<file path="config.mk">
export PLATFORM = sky130hd
export DESIGN_NAME = scramble_flat
export DESIGN_NICKNAME = d
export VERILOG_FILES = /design/src/rtl/scramble_pkg.sv /design/src/rtl/scramble_if.sv /design/src/rtl/scramble_lane.sv /design/src/rtl/scramble.sv /design/src/flat_wrapper.sv
export SDC_FILE = /design/constraint.sdc
export NUM_CORES = 1
export LEC_CHECK = 0
export BUFFER_PORTS_ARGS = -buffer_cell sky130_fd_sc_hd__buf_2
export CORE_MARGIN = 2
export CORE_UTILIZATION = 42
export DETAILED_ROUTE_END_ITERATION = 8
export GPL_ROUTABILITY_DRIVEN = 0
export GPL_TIMING_DRIVEN = 0
export PLACE_DENSITY = 0.74
export SLEW_MARGIN = 5
export SYNTH_ARGS = -nofsm -noshare
export SYNTH_HDL_FRONTEND = slang
export SYNTH_SLANG_ARGS = --single-unit
</file>
<file path="constraint.sdc">
create_clock -name dpclk -period 4.4 [get_ports dpclk]
set_input_delay 0.88 -clock dpclk [delete_from_list [all_inputs] [get_ports dpclk]]
set_output_delay 0.88 -clock dpclk [all_outputs]
set_load 0.05 [all_outputs]
</file>
<file path="src/rtl/scramble_pkg.sv">
// Shared symbol constants, link-mode encodings and the per-symbol LFSR helper
// used by the DisplayPort main-link scrambler.
package scramble_pkg;

    localparam logic [7:0] SYM_K28_5 = 8'hBC;
    localparam logic [7:0] SYM_BS    = SYM_K28_5;
    localparam logic [7:0] SYM_SR    = 8'h1C;
    localparam logic [7:0] SYM_D10_2 = 8'h4A;
    localparam logic [7:0] SYM_D11_6 = 8'hCB;

    localparam logic [15:0] LFSR_SEED = 16'hFFFF;
    localparam logic [15:0] LFSR_TAPS = 16'h0039;

    localparam int                  BS_CNT_W   = 9;
    localparam logic [BS_CNT_W-1:0] BS_CNT_MAX = 9'd511;

    localparam logic [2:0] TPS2_LAST = 3'd4;

    typedef enum logic [1:0] {
        TP_NORMAL = 2'd0,
        TP_TPS1   = 2'd1,
        TP_TPS2   = 2'd2,
        TP_UNSCR  = 2'd3
    } tp_mode_e;

    typedef struct packed {
        logic [15:0] lfsr;
        logic [7:0]  ks;
    } lfsr_step_t;

    // Eight Galois steps, keystream bit 0 produced first.
    function automatic lfsr_step_t lfsr_step8(input logic [15:0] seed);
        lfsr_step_t r;
        logic       o;
        r.lfsr = seed;
        r.ks   = '0;
        o      = 1'b0;
        for (int b = 0; b < 8; b++) begin
            o       = r.lfsr[15];
            r.ks[b] = o;
            r.lfsr  = {r.lfsr[14:0], 1'b0} ^ (o ? LFSR_TAPS : 16'h0000);
        end
        return r;
    endfunction

    function automatic logic [15:0] tps2_word(input logic [2:0] idx);
        return (idx < 3'd2) ? {SYM_D11_6, SYM_K28_5} : {SYM_D10_2, SYM_D10_2};
    endfunction

    function automatic logic [1:0] tps2_isk(input logic [2:0] idx);
        return (idx < 3'd2) ? 2'b01 : 2'b00;
    endfunction

endpackage

</file>
<file path="src/rtl/scramble_if.sv">
// Two-lane symbol-pair bus between stuffer, scrambler and 8b/10b encoder,
// plus the link-mode select.
interface scramble_if;

    logic [1:0]  tp;
    logic [15:0] indat0;
    logic [15:0] indat1;
    logic [1:0]  inisk0;
    logic [1:0]  inisk1;
    logic [15:0] outdat0;
    logic [15:0] outdat1;
    logic [1:0]  outisk0;
    logic [1:0]  outisk1;

    modport master (
        output tp,
        output indat0,
        output indat1,
        output inisk0,
        output inisk1,
        input  outdat0,
        input  outdat1,
        input  outisk0,
        input  outisk1
    );

    modport slave (
        input  tp,
        input  indat0,
        input  indat1,
        input  inisk0,
        input  inisk1,
        output outdat0,
        output outdat1,
        output outisk0,
        output outisk1
    );

endinterface

</file>
<file path="src/rtl/scramble_lane.sv">
// Per-lane output stage: applies the shared keystream and SR substitution,
// or emits the training patterns, into the registered output word.
module scramble_lane
    import scramble_pkg::*;
(
    input  logic        dpclk,
    input  logic        reset,
    input  tp_mode_e    mode_i,
    input  logic [15:0] dat_i,
    input  logic [1:0]  isk_i,
    input  logic [15:0] ks_i,
    input  logic [1:0]  sub_sr_i,
    input  logic [2:0]  tps2_idx_i,
    output logic [15:0] dat_o,
    output logic [1:0]  isk_o
);

    logic [15:0] dat_q, dat_d;
    logic [1:0]  isk_q, isk_d;

    always_comb begin : p_lane_next
        dat_d = dat_i;
        isk_d = isk_i;
        case (mode_i)
            TP_TPS1: begin
                dat_d = {SYM_D10_2, SYM_D10_2};
                isk_d = 2'b00;
            end
            TP_TPS2: begin
                dat_d = tps2_word(tps2_idx_i);
                isk_d = tps2_isk(tps2_idx_i);
            end
            default: begin
                // Substitution decision comes from lane 0, even for lane 1.
                for (int p = 0; p < 2; p++) begin
                    if (sub_sr_i[p]) begin
                        dat_d[8*p +: 8] = SYM_SR;
                        isk_d[p]        = 1'b1;
                    end else if (mode_i == TP_NORMAL && !isk_i[p]) begin
                        dat_d[8*p +: 8] = dat_i[8*p +: 8] ^ ks_i[8*p +: 8];
                    end
                end
            end
        endcase
    end

    always_ff @(posedge dpclk) begin : p_lane_reg
        if (reset) begin
            dat_q <= '0;
            isk_q <= '0;
        end else begin
            dat_q <= dat_d;
            isk_q <= isk_d;
        end
    end

    assign dat_o = dat_q;
    assign isk_o = isk_q;

endmodule

</file>
<file path="src/rtl/scramble.sv">
// DisplayPort two-lane scrambler: shared LFSR, BS counting with periodic SR
// substitution, and TPS1/TPS2 training pattern generation.
module scramble
    import scramble_pkg::*;
(
    input  logic      dpclk,
    input  logic      reset,
    scramble_if.slave bus
);

    tp_mode_e              mode;
    logic [1:0][15:0]      din;
    logic [1:0][1:0]       kin;
    logic [1:0][15:0]      dat_lane;
    logic [1:0][1:0]       isk_lane;

    logic [15:0]           lfsr_q, lfsr_d, lfsr_run;
    logic [BS_CNT_W-1:0]   bs_cnt_q, bs_cnt_d, bs_cnt_run;
    logic [2:0]            tps2_idx_q, tps2_idx_d;
    logic [15:0]           ks;
    logic [1:0]            sub_sr;

    assign mode = tp_mode_e'(bus.tp);
    assign din  = {bus.indat1, bus.indat0};
    assign kin  = {bus.inisk1, bus.inisk0};

    // Low byte then high byte; an SR (emitted or received) reseeds before the next symbol.
    always_comb begin : p_symbol_chain
        lfsr_step_t st;
        logic       is_bs;
        logic       is_sr;
        st         = '0;
        is_bs      = 1'b0;
        is_sr      = 1'b0;
        lfsr_run   = lfsr_q;
        bs_cnt_run = bs_cnt_q;
        ks         = '0;
        sub_sr     = '0;
        for (int p = 0; p < 2; p++) begin
            st              = lfsr_step8(lfsr_run);
            ks[8*p +: 8]    = st.ks;
            is_bs           = kin[0][p] && (din[0][8*p +: 8] == SYM_BS);
            sub_sr[p]       = is_bs && (bs_cnt_run == BS_CNT_MAX);
            if (is_bs) begin
                bs_cnt_run = bs_cnt_run + BS_CNT_W'(1);
            end
            is_sr    = sub_sr[p] || (kin[0][p] && (din[0][8*p +: 8] == SYM_SR));
            lfsr_run = is_sr ? LFSR_SEED : st.lfsr;
        end
    end

    // Training modes park the LFSR and BS counter so normal traffic restarts clean.
    always_comb begin : p_next_state
        lfsr_d     = LFSR_SEED;
        bs_cnt_d   = '0;
        tps2_idx_d = '0;
        case (mode)
            TP_NORMAL, TP_UNSCR: begin
                lfsr_d   = lfsr_run;
                bs_cnt_d = bs_cnt_run;
            end
            TP_TPS2: begin
                tps2_idx_d = (tps2_idx_q == TPS2_LAST) ? 3'd0 : tps2_idx_q + 3'd1;
            end
            default: begin
            end
        endcase
    end

    always_ff @(posedge dpclk) begin : p_state_reg
        if (reset) begin
            lfsr_q     <= LFSR_SEED;
            bs_cnt_q   <= '0;
            tps2_idx_q <= '0;
        end else begin
            lfsr_q     <= lfsr_d;
            bs_cnt_q   <= bs_cnt_d;
            tps2_idx_q <= tps2_idx_d;
        end
    end

    genvar gi;
    generate
        for (gi = 0; gi < 2; gi++) begin : g_lane
            scramble_lane u_lane (
                .dpclk      (dpclk),
                .reset      (reset),
                .mode_i     (mode),
                .dat_i      (din[gi]),
                .isk_i      (kin[gi]),
                .ks_i       (ks),
                .sub_sr_i   (sub_sr),
                .tps2_idx_i (tps2_idx_q),
                .dat_o      (dat_lane[gi]),
                .isk_o      (isk_lane[gi])
            );
        end
    endgenerate

    assign bus.outdat0 = dat_lane[0];
    assign bus.outdat1 = dat_lane[1];
    assign bus.outisk0 = isk_lane[0];
    assign bus.outisk1 = isk_lane[1];

endmodule

</file>
<file path="src/flat_wrapper.sv">
// flat-port wrapper written by rule: the top's interface ports become plain ports
module scramble_flat import scramble_pkg::*;
  (dpclk, reset, bus_tp, bus_indat0, bus_indat1, bus_inisk0, bus_inisk1, bus_outdat0, bus_outdat1, bus_outisk0, bus_outisk1);
  scramble_if bus_i ();
  input  logic dpclk;
  input  logic reset;
  input wire logic [$bits(bus_i.tp)-1:0] bus_tp;
  input wire logic [$bits(bus_i.indat0)-1:0] bus_indat0;
  input wire logic [$bits(bus_i.indat1)-1:0] bus_indat1;
  input wire logic [$bits(bus_i.inisk0)-1:0] bus_inisk0;
  input wire logic [$bits(bus_i.inisk1)-1:0] bus_inisk1;
  output wire logic [$bits(bus_i.outdat0)-1:0] bus_outdat0;
  output wire logic [$bits(bus_i.outdat1)-1:0] bus_outdat1;
  output wire logic [$bits(bus_i.outisk0)-1:0] bus_outisk0;
  output wire logic [$bits(bus_i.outisk1)-1:0] bus_outisk1;
  assign bus_i.tp = bus_tp;
  assign bus_i.indat0 = bus_indat0;
  assign bus_i.indat1 = bus_indat1;
  assign bus_i.inisk0 = bus_inisk0;
  assign bus_i.inisk1 = bus_inisk1;
  assign bus_outdat0 = bus_i.outdat0;
  assign bus_outdat1 = bus_i.outdat1;
  assign bus_outisk0 = bus_i.outisk0;
  assign bus_outisk1 = bus_i.outisk1;
  scramble u_core (.dpclk(dpclk), .reset(reset), .bus(bus_i));
endmodule
</file>
## After elaboration in Yosys (flattened, before gate mapping)

Cells that the tools add are included.

- Add/subtract/negate cells: 3
- Bitwise logic cells: 22
- Reduce and logical (&&, ||, !) cells: 21
- Magnitude comparators: 1
- Equal/unequal tests: 10
- Muxes and demuxes: 37

Operators by type and width:

| cell | number |
|---|---|
| XOR 16 bit | 16 |
| 2-to-1 mux 6 bit | 16 |
| 2-to-1 mux 8 bit | 8 |
| one-hot mux 16 bit (2 select lines) | 2 |
| 2-to-1 mux 16 bit | 2 |
| XOR 8 bit | 4 |
| adder 9 x 1 -> 9 bit (second input constant) | 2 |
| == test 9 bit (second input constant) | 2 |
| 2-to-1 mux 9 bit | 2 |
| == test 8 x 5 -> 1 bit (second input constant) | 2 |
| == test 8 bit (second input constant) | 2 |
| logical AND 1 bit | 10 |
| one-hot mux 2 bit (2 select lines) | 2 |
| OR reduction 3 bit | 2 |
| 2-to-1 mux 1 bit | 5 |
| == test 2 bit (second input constant) | 2 |
| logical NOT 1 bit | 4 |
| OR reduction 2 bit | 2 |
| adder 3 x 1 -> 3 bit (second input constant) | 1 |
| == test 3 bit (second input constant) | 1 |
| less-than comparator 3 x 2 -> 1 bit (second input constant) | 1 |
| == test 2 x 1 -> 1 bit (second input constant) | 1 |
| logical NOT 2 bit | 1 |
| logical OR 1 bit | 2 |
| NOT 1 bit | 2 |

- Word-level logic and storage cells: 101
- Register bits: 64
- Input bits: 40
- Output and inout port bits: 36

## Longest topological paths before layout

- Word-level depth: 35
- Gate-level depth with buffers: 14

## By module

A second synthesis with hierarchy kept.

- Cells, all modules: 396
- Area, all modules: 3618.5 um2

Modules (own cells, without submodules):

| module | sequential area each (um2) | cells an instance | times used | area an instance (um2) |
|---|---|---|---|---|
| scramble | 560.5 | 206 | 1 | 1819.2 |
| scramble_lane | 360.3 | 95 | 2 | 899.6 |

## Least setup slack after synthesis

No wires, ideal clock.

- Path kind: input-to-reg
- Start: input bus_indat0[1]
- End: register u_core.lfsr_q[11]
- Slack: 0.721 ns
- Setup time: 0.129 ns
- Cell stages on the path: 14
- Data arrival time: 3.550 ns
- Buffers on the path: 2
- Data required time: 4.271 ns
- Cell sequence: or3b_1 buf_6 nor3_1 mux2_2 ha_1 o21ai_0 a211oi_1 ha_1 nand3_1 o21ai_0 a21oi_1 and2_1 clkbuf_1 nand3b_1

- Cells in the longest elaborated chain, start to end: 14
- Elaborated cells between the ends (all ways): 22

Ends and longest elaborated chain:

| what | line | text |
|---|---|---|
| from (decl) | flat_wrapper.sv:8 | `input wire logic [$bits(bus_i.indat0)-1:0] bus_indat0;` |
| == test 8 bit | scramble.sv:42 | `is_bs = kin[0][p] && (din[0][8*p +: 8] == SYM_BS);` |
| logical AND 1 bit | scramble.sv:42 |  |
| logical AND 1 bit | scramble.sv:43 | `sub_sr[p] = is_bs && (bs_cnt_run == BS_CNT_MAX);` |
| logical OR 1 bit | scramble.sv:47 | `is_sr = sub_sr[p] \|\| (kin[0][p] && (din[0][8*p +: 8] == SYM_SR));` |
| 2-to-1 mux 16 bit | scramble.sv:48 | `lfsr_run = is_sr ? LFSR_SEED : st.lfsr;` |
| 2-to-1 mux 6 bit or XOR 16 bit (tied branches) | scramble_pkg.sv:41 | `r.lfsr = {r.lfsr[14:0], 1'b0} ^ (o ? LFSR_TAPS : 16'h0000);` |
| XOR 16 bit or 2-to-1 mux 6 bit (tied branches) | scramble_pkg.sv:41 |  |
| XOR 16 bit (7 in a row) | scramble_pkg.sv:41 |  |
| to (signal assigned) | scramble.sv:76 | `lfsr_q <= lfsr_d;` |
| to (decl) | scramble.sv:17 | `logic [15:0] lfsr_q, lfsr_d, lfsr_run;` |

Several ways; a longest one is shown, not always the timed one.
A chain may end at the register's enable or synchronous reset.

## Worst setup path in the final report

Ends and elaborated chain as after synthesis.

==> key figures <==
Run status
  • Outcome: finished clean

Global route
  • First-pass GRT wire length: ~14 mm
  • Pin count of the biggest net entering global routing: 13
  • Vias in the first global route: between 3000 and 4000
  • Total Routing Usage GR: a little over a fifth
  • Initial antenna violation count: 0
  • Gr ovfl total: 0

Finish
  • Area occupied by registers: 1281 µm²
  • Share of cells above drive strength 1: approximately a fifth
  • Inserted Diodes: 0
  • Nets: ~520
  • Layout area overhead: 21.94%
  • Fill cells: roughly 750
  • Area taken by multi-input logic gates: around 1900 µm²

Clock tree
  • TritonCTS buffer count: 9
  • Clk root buf: clkbuf_8
  • Postcts setup bufs: 0
  • # resized after CTS: 0
  • H-tree depth: 3
  • TritonCTS clock tree: built
  • Skew-Pair Late Insertion Delay: 0.35 ns
  • CTS Hold Bufs: 0
  • Clock sinks: 64
  • Worst-path clk slew: around 0.08 ns
  • Max Buffers Root-to-Sink: 2

Routing
  • Initial DRC Count: 188
  • DRC Markers: 0
  • Via count: a little under 3000
  • Antenna Nets Post-Route: 0
  • Routed length per instance: approximately 15 µm
  • WL final: approximately 8.6 mm
  • DR pass1 iterations: 4
  • Vias/cell: slightly above 5

Floorplan
  • Core area: 7687 µm²
  • Width of the die: around 93 µm
  • # IOs: between 70 and 80
  • Starting Density: a little over two fifths
  • Die area: about 8600 µm²
  • Chip Height: between 90 and 100 µm
  • Row count: 32

Power and ir drop
  • Power per cell area: 548.7 nW/µm²
  • Worst VDD drop: around 330 µV
  • Leakage: 1.655 nW

Synth
  • Post-synth cell types: between 40 and 50
  • Primary FF master, synth: dfxtp_1
  • Yosys warns: 0
  • Post-Syn Area per Cell: between 8 and 9 µm²
  • Syn nets: between 400 and 500
  • Yosys top cell area share: between 30% and 40%
  • Mapped Cells: between 300 and 400
  • Post-synthesis register bit count: 64
  • Cell taking the most area after synthesis: dfxtp_1
  • Area contributors post-synth: dfxtp_1, xnor2_1, xor2_1, o21ai_0, nand2_1
  • Mapped cell area: about 3300 µm²
  • Post-synthesis sequential area ratio: about two fifths
  • Post-synth EDFFs: 0
  • Post-synthesis async set-or-reset flop share: 0%

Timing
  • RSZ-0062 raised after global routing: no
  • Final Hold Viols: 0
  • Worst slew margin: 41.71%
  • Setup Skew: about 0.012 ns
  • Fin crit period: 4.027 ns
  • Final Hold Slack: 0.5535 ns
  • Fin crit share: 91.52%
  • Fmax: around 0.25 GHz
  • Fin. max-slew vios: 0
  • Final setup fails: 0
  • Setup TNS: 0 ns
  • Slew @ Worst Pin: ~0.87 ns

Worst setup path
  • Worst path required time: around 4.6 ns
  • Reg2Reg Depth: 12
  • CP Capture Point: u_core.lfsr_q[11]
  • Reg2reg start: u_core.bs_cnt_q[0]
  • Critical Path Source: bus_indat0[1]
  • Crit path capture type: register
  • Register-to-register setup slack: between 0.8 and 0.9 ns
  • CP arrival: approximately 4.3 ns
  • Setup CP Type: input port to register
  • CP Launch Type: input port
  • RR Endpoint: u_core.lfsr_q[11]
  • CP Max Fanout: 10

Run
  • Max-cap viol count: 0

Placed design
  • Port Buffers: 72
  • DP HPWL: between 6 and 7 mm

Hold path
  • Hold path startpoint: u_core.tps2_idx_q[0]
  • Worst min path class: register to register
Yosys cell counts (3+ instances only):
cell type and instances:
a21oi_1 23, a31oi_1 3, and2_1 3, and3_1 5, clkbuf_1 19, dfxtp_1 64
ha_1 9, inv_1 8, nand2_1 36, nand2b_1 4, nand3_1 11, nand4_1 3
nor2_1 14, nor2b_1 7, nor3_1 6, nor3b_1 5, nor4_1 4, o21a_1 3
o21ai_0 40, o21bai_1 4, or3_1 3, xnor2_1 43, xor2_1 35
worst min path at each step:
stage,endpoint,cells after the start
2_1_floorplan,u_core.tps2_idx_q[0],2
3_3_place_gp,u_core.tps2_idx_q[0],2
3_5_place_dp,u_core.tps2_idx_q[0],2
4_1_cts,u_core.tps2_idx_q[0],2
5_1_grt,u_core.tps2_idx_q[0],2
6_report,u_core.tps2_idx_q[0],2
sequential cells by signal, summed over array words and instances, names as in the netlist:
name	flops
u_core.g_lane.u_lane.dat_o	32
u_core.tps2_idx_q	3
u_core.bs_cnt_q	9
u_core.lfsr_q	16
u_core.g_lane.u_lane.isk_o	4
worst max-delay path, cell delays in order:
cell      delay [ns]
buf_2           0.12
or3b_1          0.40
buf_6           0.16
nor3_1          0.33
mux2_2          0.40
ha_1            0.20
o21ai_0         0.08
a211oi_1        0.08
ha_1            0.25
nand3_1         0.08
o21ai_0         0.10
a21oi_1         0.50
and2_1          0.21
clkbuf_1        0.33
nand3b_1        0.13
cell usage in the layout (no fill, tap or decap), types with 3 or more instances in the layout:
| master | instances |
|---|---|
| buf_2 | 74 |
| clkbuf_8 | 9 |
| xnor2_1 | 43 |
| nor2b_1 | 7 |
| and3_1 | 5 |
| o21bai_1 | 4 |
| or3_1 | 3 |
| nand2b_1 | 4 |
| xor2_1 | 35 |
| nand3_1 | 11 |
| nor3b_1 | 5 |
| nor3_1 | 6 |
| nand4_1 | 3 |
| o21a_1 | 3 |
| o21ai_0 | 40 |
| nand2_1 | 36 |
| a21oi_1 | 23 |
| and2_1 | 3 |
| nor2_1 | 14 |
| dfxtp_1 | 64 |
| a31oi_1 | 3 |
| clkbuf_1 | 19 |
| ha_1 | 9 |
| bufinv_16 | 3 |
| nor4_1 | 4 |
| inv_1 | 8 |
metal layers:
layer	up-vias	share of wire (%)	routed length, µm	GRT usage, %
met5	-	0	0	0
met3	18	7.7	662	4.674
met4	0	2.0	172	8.211
met1	1373	45	3846	27.64
met2	107	46	3960	33.09
li1	1477	-	-	-
cell families after synthesis:
group / count (synthesis) / share of synthesized area, %
AND/OR/NAND/NOR: 112 / 17.65
AO/OA/AOI/OAI: 85 / 14.79
XOR/XNOR: 78 / 20.55
flip-flops: 64 / 38.54
buffers and inverters: 31 / 3.801
adder cells (fa/ha/maj): 9 / 3.387
multiplexers: 4 / 1.280
power by group:
group / total (W) / internal, W / switching [W]
sequential: 0.000697 / 0.000663 / 0.0000337
clock: 0.000624 / 0.000377 / 0.000247
combinational: 0.000904 / 0.000349 / 0.000554
area by class of cell:
class / instances / area share, %
multi-input combinational: 288 / 47.28
buffer: 23 / 2.377
clock inverter: 7 / 2.901
clock buffer: 9 / 3.056
inverter: 8 / 0.7407
sequential: 64 / 31.60
tap: 102 / 3.148
timing repair buffer: 72 / 8.889
metrics by stage:
step                cell area (µm²)  total power, W  util (%)  worst slack, ns  cells
floorplan                      3324        0.001408         -           0.7209    383
global placement               3812        0.001560     49.59           0.1278    557
detailed placement             3812        0.001586     49.59           0.1170    557
CTS                            4054        0.002222     52.73           0.3753    573
global route                   4054        0.002337     52.73           0.1096    573
finish                         4054        0.002224     52.73           0.3730    573
No activity file was read; power rests on OpenSTA's default activity.
